$ cat src/rtl/draw_scheduler_pkg.sv
// Shared types and constants for the reversi screen redraw path.
package draw_pkg;

    typedef enum logic [2:0] {
        ST_IDLE,
        ST_BOARD,
        ST_SCAN,
        ST_PIECE,
        ST_DONE
    } state_t;

    localparam logic [1:0] EMPTY = 2'b00;
    localparam logic [1:0] BLACK = 2'b01;
    localparam logic [1:0] WHITE = 2'b10;

    localparam logic [2:0] COL_BLACK  = 3'b000;
    localparam logic [2:0] COL_WHITE  = 3'b111;
    localparam logic [2:0] COL_CURSOR = 3'b110;
    localparam logic [2:0] COL_GRID   = 3'b101;

    localparam int DEF_BOARD_X0 = 27;
    localparam int DEF_BOARD_Y0 = 10;
    localparam int DEF_PITCH    = 13;
    localparam int DEF_INSET    = 3;
    localparam int DEF_PIECE_W  = 9;

endpackage

$ cat src/rtl/draw_scheduler_if.sv
// Grid-drawer pixel input and VGA-adapter plot output of the redraw scheduler.
// vga_plot qualifies vga_x/y/colour for exactly one cycle; there is no back-pressure.
interface draw_scheduler_if;
    logic       board_en;
    logic       board_done;
    logic [7:0] board_x;
    logic [6:0] board_y;
    logic [2:0] board_colour;
    logic [7:0] vga_x;
    logic [6:0] vga_y;
    logic [2:0] vga_colour;
    logic       vga_plot;

    modport master (
        output board_en, vga_x, vga_y, vga_colour, vga_plot,
        input  board_done, board_x, board_y, board_colour
    );

    modport slave (
        input  board_en, vga_x, vga_y, vga_colour, vga_plot,
        output board_done, board_x, board_y, board_colour
    );
endinterface

$ cat src/rtl/draw_scheduler_piece_fill.sv
// Raster fill of a PIECE_W x PIECE_W square; pixel 0 is presented the cycle after go.
module piece_fill
    import draw_pkg::*;
#(
    parameter int PIECE_W = DEF_PIECE_W
) (
    input  logic       clk,
    input  logic       resetn,
    input  logic       go,
    input  logic [7:0] origin_x,
    input  logic [6:0] origin_y,
    output logic [7:0] x,
    output logic [6:0] y,
    output logic       plot,
    output logic       last
);

    localparam logic [3:0] LAST_POS = 4'(PIECE_W - 1);

    logic       active_q, active_d;
    logic [3:0] col_q, col_d;
    logic [3:0] row_q, row_d;
    logic [7:0] ox_q, ox_d;
    logic [6:0] oy_q, oy_d;

    always_comb begin
        active_d = active_q;
        col_d    = col_q;
        row_d    = row_q;
        ox_d     = ox_q;
        oy_d     = oy_q;
        if (go) begin
            active_d = 1'b1;
            col_d    = 4'd0;
            row_d    = 4'd0;
            ox_d     = origin_x;
            oy_d     = origin_y;
        end else if (active_q) begin
            if (col_q == LAST_POS) begin
                col_d = 4'd0;
                if (row_q == LAST_POS) begin
                    active_d = 1'b0;
                end else begin
                    row_d = row_q + 4'd1;
                end
            end else begin
                col_d = col_q + 4'd1;
            end
        end
    end

    always_ff @(posedge clk or negedge resetn) begin
        if (!resetn) begin
            active_q <= 1'b0;
            col_q    <= 4'd0;
            row_q    <= 4'd0;
            ox_q     <= 8'd0;
            oy_q     <= 7'd0;
        end else begin
            active_q <= active_d;
            col_q    <= col_d;
            row_q    <= row_d;
            ox_q     <= ox_d;
            oy_q     <= oy_d;
        end
    end

    assign x    = ox_q + {4'd0, col_q};
    assign y    = oy_q + {3'd0, row_q};
    assign plot = active_q;
    assign last = active_q && (col_q == LAST_POS) && (row_q == LAST_POS);

endmodule

$ cat src/rtl/draw_scheduler.sv
// Full-screen redraw sequencer: grid drawer first, then one filled square per
// occupied cell and for the cursor, all through the single VGA plot port.
module draw_scheduler
    import draw_pkg::*;
#(
    parameter int BOARD_X0 = DEF_BOARD_X0,
    parameter int BOARD_Y0 = DEF_BOARD_Y0,
    parameter int PITCH    = DEF_PITCH,
    parameter int INSET    = DEF_INSET,
    parameter int PIECE_W  = DEF_PIECE_W
) (
    input  logic              clk,
    input  logic              resetn,
    input  logic              start,
    input  logic [127:0]      board_state,
    input  logic [2:0]        cursor_row,
    input  logic [2:0]        cursor_col,
    output logic              busy,
    output logic              done,
    draw_scheduler_if.master  vif,
    output state_t            dbg_state
);

    state_t       state_q, state_d;
    logic [5:0]   idx_q, idx_d;
    logic [127:0] snap_q, snap_d;
    logic [2:0]   crow_q, crow_d, ccol_q, ccol_d;
    logic         busy_q, busy_d, done_q, done_d, board_en_q, board_en_d;
    logic [2:0]   pcol_q, pcol_d;
    logic [7:0]   hold_x_q, hold_x_d;
    logic [6:0]   hold_y_q, hold_y_d;
    logic [2:0]   hold_c_q, hold_c_d;

    logic [2:0]   scan_r, scan_c;
    logic [1:0]   code;
    logic         is_cursor, need_draw, fill_go;
    logic [2:0]   cell_colour;
    logic [7:0]   org_x, fill_x;
    logic [6:0]   org_y, fill_y;
    logic         fill_plot, fill_last;

    assign scan_r    = idx_q[5:3];
    assign scan_c    = idx_q[2:0];
    assign code      = snap_q[{idx_q, 1'b0} +: 2];
    assign is_cursor = (scan_r == crow_q) && (scan_c == ccol_q);
    assign need_draw = (code == BLACK) || (code == WHITE) || is_cursor;
    assign org_x     = 8'(BOARD_X0 + INSET) + 8'(PITCH) * {5'd0, scan_c};
    assign org_y     = 7'(BOARD_Y0 + INSET) + 7'(PITCH) * {4'd0, scan_r};

    // The piece colour wins over the cursor highlight on an occupied cell.
    always_comb begin
        case (code)
            BLACK:   cell_colour = COL_BLACK;
            WHITE:   cell_colour = COL_WHITE;
            default: cell_colour = COL_CURSOR;
        endcase
    end

    piece_fill #(.PIECE_W(PIECE_W)) u_fill (
        .clk      (clk),
        .resetn   (resetn),
        .go       (fill_go),
        .origin_x (org_x),
        .origin_y (org_y),
        .x        (fill_x),
        .y        (fill_y),
        .plot     (fill_plot),
        .last     (fill_last)
    );

    always_comb begin
        state_d    = state_q;
        idx_d      = idx_q;
        snap_d     = snap_q;
        crow_d     = crow_q;
        ccol_d     = ccol_q;
        busy_d     = busy_q;
        done_d     = 1'b0;
        board_en_d = board_en_q;
        pcol_d     = pcol_q;
        fill_go    = 1'b0;
        case (state_q)
            ST_IDLE: begin
                if (start) begin
                    snap_d     = board_state;
                    crow_d     = cursor_row;
                    ccol_d     = cursor_col;
                    idx_d      = 6'd0;
                    busy_d     = 1'b1;
                    board_en_d = 1'b1;
                    state_d    = ST_BOARD;
                end
            end
            ST_BOARD: begin
                if (vif.board_done) begin
                    board_en_d = 1'b0;
                    state_d    = ST_SCAN;
                end
            end
            ST_SCAN: begin
                if (need_draw) begin
                    fill_go = 1'b1;
                    pcol_d  = cell_colour;
                    state_d = ST_PIECE;
                end else if (idx_q == 6'd63) begin
                    done_d  = 1'b1;
                    state_d = ST_DONE;
                end else begin
                    idx_d = idx_q + 6'd1;
                end
            end
            ST_PIECE: begin
                if (fill_last) begin
                    if (idx_q == 6'd63) begin
                        done_d  = 1'b1;
                        state_d = ST_DONE;
                    end else begin
                        idx_d   = idx_q + 6'd1;
                        state_d = ST_SCAN;
                    end
                end
            end
            ST_DONE: begin
                busy_d  = 1'b0;
                state_d = ST_IDLE;
            end
            default: state_d = ST_IDLE;
        endcase
    end

    // Pixel mux; whatever is shown is remembered so other states hold it.
    always_comb begin
        hold_x_d     = hold_x_q;
        hold_y_d     = hold_y_q;
        hold_c_d     = hold_c_q;
        vif.vga_plot = 1'b0;
        if (state_q == ST_BOARD) begin
            hold_x_d     = vif.board_x;
            hold_y_d     = vif.board_y;
            hold_c_d     = vif.board_colour;
            vif.vga_plot = board_en_q & ~vif.board_done;
        end else if (state_q == ST_PIECE) begin
            hold_x_d     = fill_x;
            hold_y_d     = fill_y;
            hold_c_d     = pcol_q;
            vif.vga_plot = fill_plot;
        end
        vif.vga_x      = hold_x_d;
        vif.vga_y      = hold_y_d;
        vif.vga_colour = hold_c_d;
    end

    always_ff @(posedge clk or negedge resetn) begin
        if (!resetn) begin
            state_q    <= ST_IDLE;
            idx_q      <= 6'd0;
            snap_q     <= 128'd0;
            crow_q     <= 3'd0;
            ccol_q     <= 3'd0;
            busy_q     <= 1'b0;
            done_q     <= 1'b0;
            board_en_q <= 1'b0;
            pcol_q     <= 3'd0;
            hold_x_q   <= 8'd0;
            hold_y_q   <= 7'd0;
            hold_c_q   <= 3'd0;
        end else begin
            state_q    <= state_d;
            idx_q      <= idx_d;
            snap_q     <= snap_d;
            crow_q     <= crow_d;
            ccol_q     <= ccol_d;
            busy_q     <= busy_d;
            done_q     <= done_d;
            board_en_q <= board_en_d;
            pcol_q     <= pcol_d;
            hold_x_q   <= hold_x_d;
            hold_y_q   <= hold_y_d;
            hold_c_q   <= hold_c_d;
        end
    end

    assign busy         = busy_q;
    assign done         = done_q;
    assign vif.board_en = board_en_q;
    assign dbg_state    = state_q;

endmodule

$ cat src/flat_wrapper.sv
// flat-port wrapper written by rule: the top's interface ports become plain ports
module draw_scheduler_flat import draw_pkg::*;
#(
    parameter int BOARD_X0 = DEF_BOARD_X0,
    parameter int BOARD_Y0 = DEF_BOARD_Y0,
    parameter int PITCH    = DEF_PITCH,
    parameter int INSET    = DEF_INSET,
    parameter int PIECE_W  = DEF_PIECE_W
)
  (clk, resetn, start, board_state, cursor_row, cursor_col, busy, done, dbg_state, vif_board_en, vif_vga_x, vif_vga_y, vif_vga_colour, vif_vga_plot, vif_board_done, vif_board_x, vif_board_y, vif_board_colour);
  draw_scheduler_if vif_i ();
  input  logic clk;
  input  logic resetn;
  input  logic start;
  input  logic [127:0] board_state;
  input  logic [2:0] cursor_row;
  input  logic [2:0] cursor_col;
  output logic busy;
  output logic done;
  output state_t dbg_state;
  output wire logic [$bits(vif_i.board_en)-1:0] vif_board_en;
  output wire logic [$bits(vif_i.vga_x)-1:0] vif_vga_x;
  output wire logic [$bits(vif_i.vga_y)-1:0] vif_vga_y;
  output wire logic [$bits(vif_i.vga_colour)-1:0] vif_vga_colour;
  output wire logic [$bits(vif_i.vga_plot)-1:0] vif_vga_plot;
  input wire logic [$bits(vif_i.board_done)-1:0] vif_board_done;
  input wire logic [$bits(vif_i.board_x)-1:0] vif_board_x;
  input wire logic [$bits(vif_i.board_y)-1:0] vif_board_y;
  input wire logic [$bits(vif_i.board_colour)-1:0] vif_board_colour;
  assign vif_board_en = vif_i.board_en;
  assign vif_vga_x = vif_i.vga_x;
  assign vif_vga_y = vif_i.vga_y;
  assign vif_vga_colour = vif_i.vga_colour;
  assign vif_vga_plot = vif_i.vga_plot;
  assign vif_i.board_done = vif_board_done;
  assign vif_i.board_x = vif_board_x;
  assign vif_i.board_y = vif_board_y;
  assign vif_i.board_colour = vif_board_colour;
  draw_scheduler #(.BOARD_X0(BOARD_X0), .BOARD_Y0(BOARD_Y0), .PITCH(PITCH), .INSET(INSET), .PIECE_W(PIECE_W)) u_core (.clk(clk), .resetn(resetn), .start(start), .board_state(board_state), .cursor_row(cursor_row), .cursor_col(cursor_col), .busy(busy), .done(done), .vif(vif_i), .dbg_state(dbg_state));
endmodule
$ cat config.mk
export PLATFORM = sky130hd
export DESIGN_NAME = draw_scheduler_flat
export DESIGN_NICKNAME = d
export VERILOG_FILES = /design/src/rtl/draw_scheduler_pkg.sv /design/src/rtl/draw_scheduler_if.sv /design/src/rtl/draw_scheduler_piece_fill.sv /design/src/rtl/draw_scheduler.sv /design/src/flat_wrapper.sv
export SDC_FILE = /design/constraint.sdc
export NUM_CORES = 1
export LEC_CHECK = 0
export CELL_PAD_IN_SITES_DETAIL_PLACEMENT = 1
export CELL_PAD_IN_SITES_GLOBAL_PLACEMENT = 1
export CORE_UTILIZATION = 38
export CTS_CLUSTER_DIAMETER = 50
export CTS_CLUSTER_SIZE = 14
export DETAILED_ROUTE_END_ITERATION = 8
export PLACE_DENSITY_LB_ADDON = 0.1
export SLEW_MARGIN = 5
export SYNTH_ARGS = -nofsm -noshare
export SYNTH_HDL_FRONTEND = slang
export SYNTH_SLANG_ARGS = --single-unit
$ cat constraint.sdc
create_clock -name clk -period 2.8 [get_ports clk]
set_input_delay 0.56 -clock clk [delete_from_list [all_inputs] [get_ports clk]]
set_output_delay 0.56 -clock clk [all_outputs]
set_load 0.005 [all_outputs]
==> impl_metrics.yaml <==
timing:
  worst_pin_slew_ns: 0.5859
  fin_max_slew_vios: 0
  grt_setup_unrepaired: "yes"
  timing.final.ws_setup_ns: -0.2366
  finalCriticalPeriod_ns: 3.037
  final_cycle_share_pct: 108.4
  finalHoldViolations: 0
  timing.final.setup_violations: 38
  max_freq_mhz: 329.3
  max-slew-margin-rel_pct: 60.94
  worst_clock_skew_ns: 0.01192
routing:
  detail_route.first_pass.iterations: 4
  total_routed_wirelength_um: 25930
  detail_route.drc_violations: 0
  drtAntennaViolNets: 0
  detail_route.iter0.violations: 278
  detailroute.via_count: 6781
  avgViaCountPerCell: 5.079
  routedWlPerCell_um: 19.43
critical_path:
  critical_path_peak_fanout: 4
  critPathRequiredTime_ns: 3.16
  worst_path_dominant_cell_family: "compound AO/OA/AOI/OAI gates"
  cell_at_the_slowest_stage_of_the_critical_path: "sky130_fd_sc_hd__mux4_2"
  timing.critical_path.slowest_cell_delay_ns: 0.54
  critPathArrivalTime_ns: 3.40
  cp_cell_sequence: "buf_12, buf_8, mux4_2, a2111oi_4, o31a_1, inv_2, ha_4, o31ai_4, a21o_1, or4_4, o21ai_2"
  worst_setup_path_end_kind: "register"
  timing.rr.end: "u_core.idx_q[4]$_DFFE_PN0P_"
  worst_reg2reg_path_length_in_cells: 11
  timing_worst_setup_path_type: "reg2reg"
  start_kind: "register"
  regToRegSetupSlack_ns: -0.24
  crit-reg2reg-launch: "u_core.idx_q[0]$_DFFE_PN0P_"
  worst-path-buf-inv: 3
grt:
  grt_overflow: 0
  global_route_wire_length_before_repair_um: 42310
  grt_antenna_before_repair: 2
  track_usage_pct: 21.41
  grt_start_max_net_pins: 66
  grt_pass1_vias: 7868
finish:
  nets: 1186
  mostFrequentLayoutCell: "sky130_fd_sc_hd__dfrtp_1"
  final_cell_mix: "sky130_fd_sc_hd__dfrtp_1 (189), sky130_fd_sc_hd__clkdlybuf4s50_1 (166), sky130_fd_sc_hd__mux2_2 (134)"
  drive_gt1_share_pct: 37.96
  areaGrowthSynthToFinish_pct: 41.85
status:
  outcome: "complete, but fails checks"
  violations: "setup timing"
yosys:
  synthesis.nets: 929
  number_of_distinct_standard_cells_referenced_by_the_synthesized_netlist: 55
  ys.flop_type: "sky130_fd_sc_hd__dfrtp_1"
  synth_edf_count: 0
  synthesis.area_sq_um: 9445
  gate_count_after_technology_mapping: 739
  yosysSeqAreaShare_pct: 50.34
  synth.ff_latch_count: 190
  ys_async_sr_fraction_pct: 100.0
  syn_area_per_cell_sq_um: 12.78
  synth.yosys.warnings: 0
placed_design:
  gp_congestion: 0.8301
  dp_slack_ns: -0.2507
  sum_of_net_half_perimeters_after_detailed_placement_um: 18920
  place.port_buffers: 180
die:
  io_pins: 181
  area_of_the_die_sq_um: 25490
  die_w_um: 159.7
  rows: 57
  core_region_area_sq_um: 24320
  initial_core_util_pct: 38.84
  die_h_um: 159.7
flow_run:
  max-cap-violations: 0
power_and_ir_drop:
  worst_ir_drop_vdd_v: 0.0002847
  power_density_nw_per_um2: 412.0
  finalPower_mw: 5.520
  cellLeakagePower_nw: 6.489
cts:
  clock-sinks: 190
  root_buffer: "sky130_fd_sc_hd__clkbuf_16"
  cts_htree_levels: 4
  cts_max_path_buffers: 2
  cts_made_buffers: 17
  cts.clk_slew.worst_paths_ns: 0.08
  insertion_delay_ns: 0.44
  cts_tree: "built"
  hold_buffers: 0
min_path:
  class_of_the_most_critical_hold_timing_path: "in2async"
-- per-layer routing --
| metal | track usage, % | part of all wire [%] | up-vias |
|---|---|---|---|
| met4 | 6.556 | 1.5 | 0 |
| li1 | - | - | 3143 |
| met5 | 0 | 0 | - |
| met2 | 38.98 | 54 | 143 |
| met3 | 3.792 | 3.7 | 32 |
| met1 | 25.63 | 41 | 3463 |
-- worst max-delay path by stage --
stage | from | end | cells after the start
after global routing | u_core.idx_q[0]$_DFFE_PN0P_ | u_core.idx_q[4]$_DFFE_PN0P_ | 11
after CTS | u_core.idx_q[0]$_DFFE_PN0P_ | u_core.idx_q[4]$_DFFE_PN0P_ | 11
after floorplan | u_core.idx_q[0]$_DFFE_PN0P_ | u_core.u_fill.col_q[0]$_DFFE_PN0P_ | 14
final | u_core.idx_q[0]$_DFFE_PN0P_ | u_core.idx_q[4]$_DFFE_PN0P_ | 11
after global placement | u_core.idx_q[0]$_DFFE_PN0P_ | u_core.idx_q[4]$_DFFE_PN0P_ | 10
after detailed placement | u_core.idx_q[0]$_DFFE_PN0P_ | u_core.idx_q[4]$_DFFE_PN0P_ | 11
-- metrics by stage --
stage	utilization [%]	setup TNS (ns)	cells	area [sq um]	hold WS, ns
detailed placement	49.81	-6.634	1272	12110	0.4840
global route	55.08	-9.397	1334	13400	0.1456
global placement	49.81	-4.893	1272	12110	0.4695
finish	55.09	-4.147	1335	13400	0.1169
CTS	54.45	-2.797	1329	13240	0.1315
floorplan	-	0	739	9465	0.2644
-- cells in the mapped netlist, types with 6 or more instances --
| cell type | n | area, sq um |
|---|---|---|
| sky130_fd_sc_hd__o21ai_0 | 40 | 200.2 |
| sky130_fd_sc_hd__nand3_1 | 7 | 35.03 |
| sky130_fd_sc_hd__buf_2 | 22 | 110.1 |
| sky130_fd_sc_hd__clkbuf_1 | 12 | 45.04 |
| sky130_fd_sc_hd__nor2_1 | 25 | 93.84 |
| sky130_fd_sc_hd__xor2_1 | 12 | 105.1 |
| sky130_fd_sc_hd__dfrtp_1 | 190 | 4755 |
| sky130_fd_sc_hd__mux2i_1 | 22 | 220.2 |
| sky130_fd_sc_hd__xnor2_1 | 15 | 131.4 |
| sky130_fd_sc_hd__mux2_2 | 136 | 1531 |
| sky130_fd_sc_hd__nor3_1 | 6 | 30.03 |
| sky130_fd_sc_hd__mux4_2 | 32 | 720.7 |
| sky130_fd_sc_hd__a21o_1 | 6 | 45.04 |
| sky130_fd_sc_hd__nand2_1 | 69 | 259.0 |
| sky130_fd_sc_hd__inv_1 | 24 | 90.09 |
| sky130_fd_sc_hd__a21oi_1 | 18 | 90.09 |
| sky130_fd_sc_hd__ha_1 | 29 | 362.9 |
-- sequential cells by signal (all words and copies together), names as in the netlist --
| name | cells |
|---|---|
| u_core.busy | 1 |
| u_core.ccol_q | 3 |
| u_core.crow_q | 3 |
| u_core.dbg_state | 3 |
| u_core.done | 1 |
| u_core.hold_c_q | 3 |
| u_core.hold_x_q | 8 |
| u_core.hold_y_q | 7 |
| u_core.idx_q | 6 |
| u_core.pcol_q | 2 |
| u_core.snap_q | 128 |
| u_core.u_fill.col_q | 4 |
| u_core.u_fill.ox_q | 8 |
| u_core.u_fill.oy_q | 7 |
| u_core.u_fill.plot | 1 |
| u_core.u_fill.row_q | 4 |
| u_core.vif.board_en | 1 |
-- where the power goes --
part	total, mW	internal [mW]	switching [mW]
registers	2.74	2.74	0.000393
clock network	2.47	1.29	1.19
logic	0.302	0.200	0.102
total	5.52	4.23	1.29
-- kinds of logic (layout without fill, tap and decap cells) --
logic type / Yosys count / count (layout) / share of synthesized area [%]
adders and majority gates: 34 / 34 / 4.901
xor gates and xnor gates: 27 / 27 / 2.504
other: 0 / 2 / 0
muxes: 190 / 190 / 26.18
buffers and inverters: 70 / 340 / 3.352
AOI/OAI and AO/OA: 93 / 93 / 6.067
and+or+nand+nor: 135 / 135 / 6.663
DFF: 190 / 190 / 50.34
-- layout make-up --
cell class,count,area [sq um]
fill,2457,10920
sequential,190,4756
multi-input combinational,479,4722
timing repair buffer,281,2805
clock buffer,18,429.2
tap,324,405.4
clock inverter,14,173.9
inverter,27,101.3
antenna,2,5.005
-- what timing repair did --
| action | CTS | global route |
|---|---|---|
| gates cloned | 4 | 0 |
| setup buffers | 22 | 6 |
| endpoints found under the setup margin | 49 | 49 |
| resized for setup | 136 | 35 |
| pin swaps | 45 | 28 |
No activity file was read; power rests on OpenSTA's default activity.
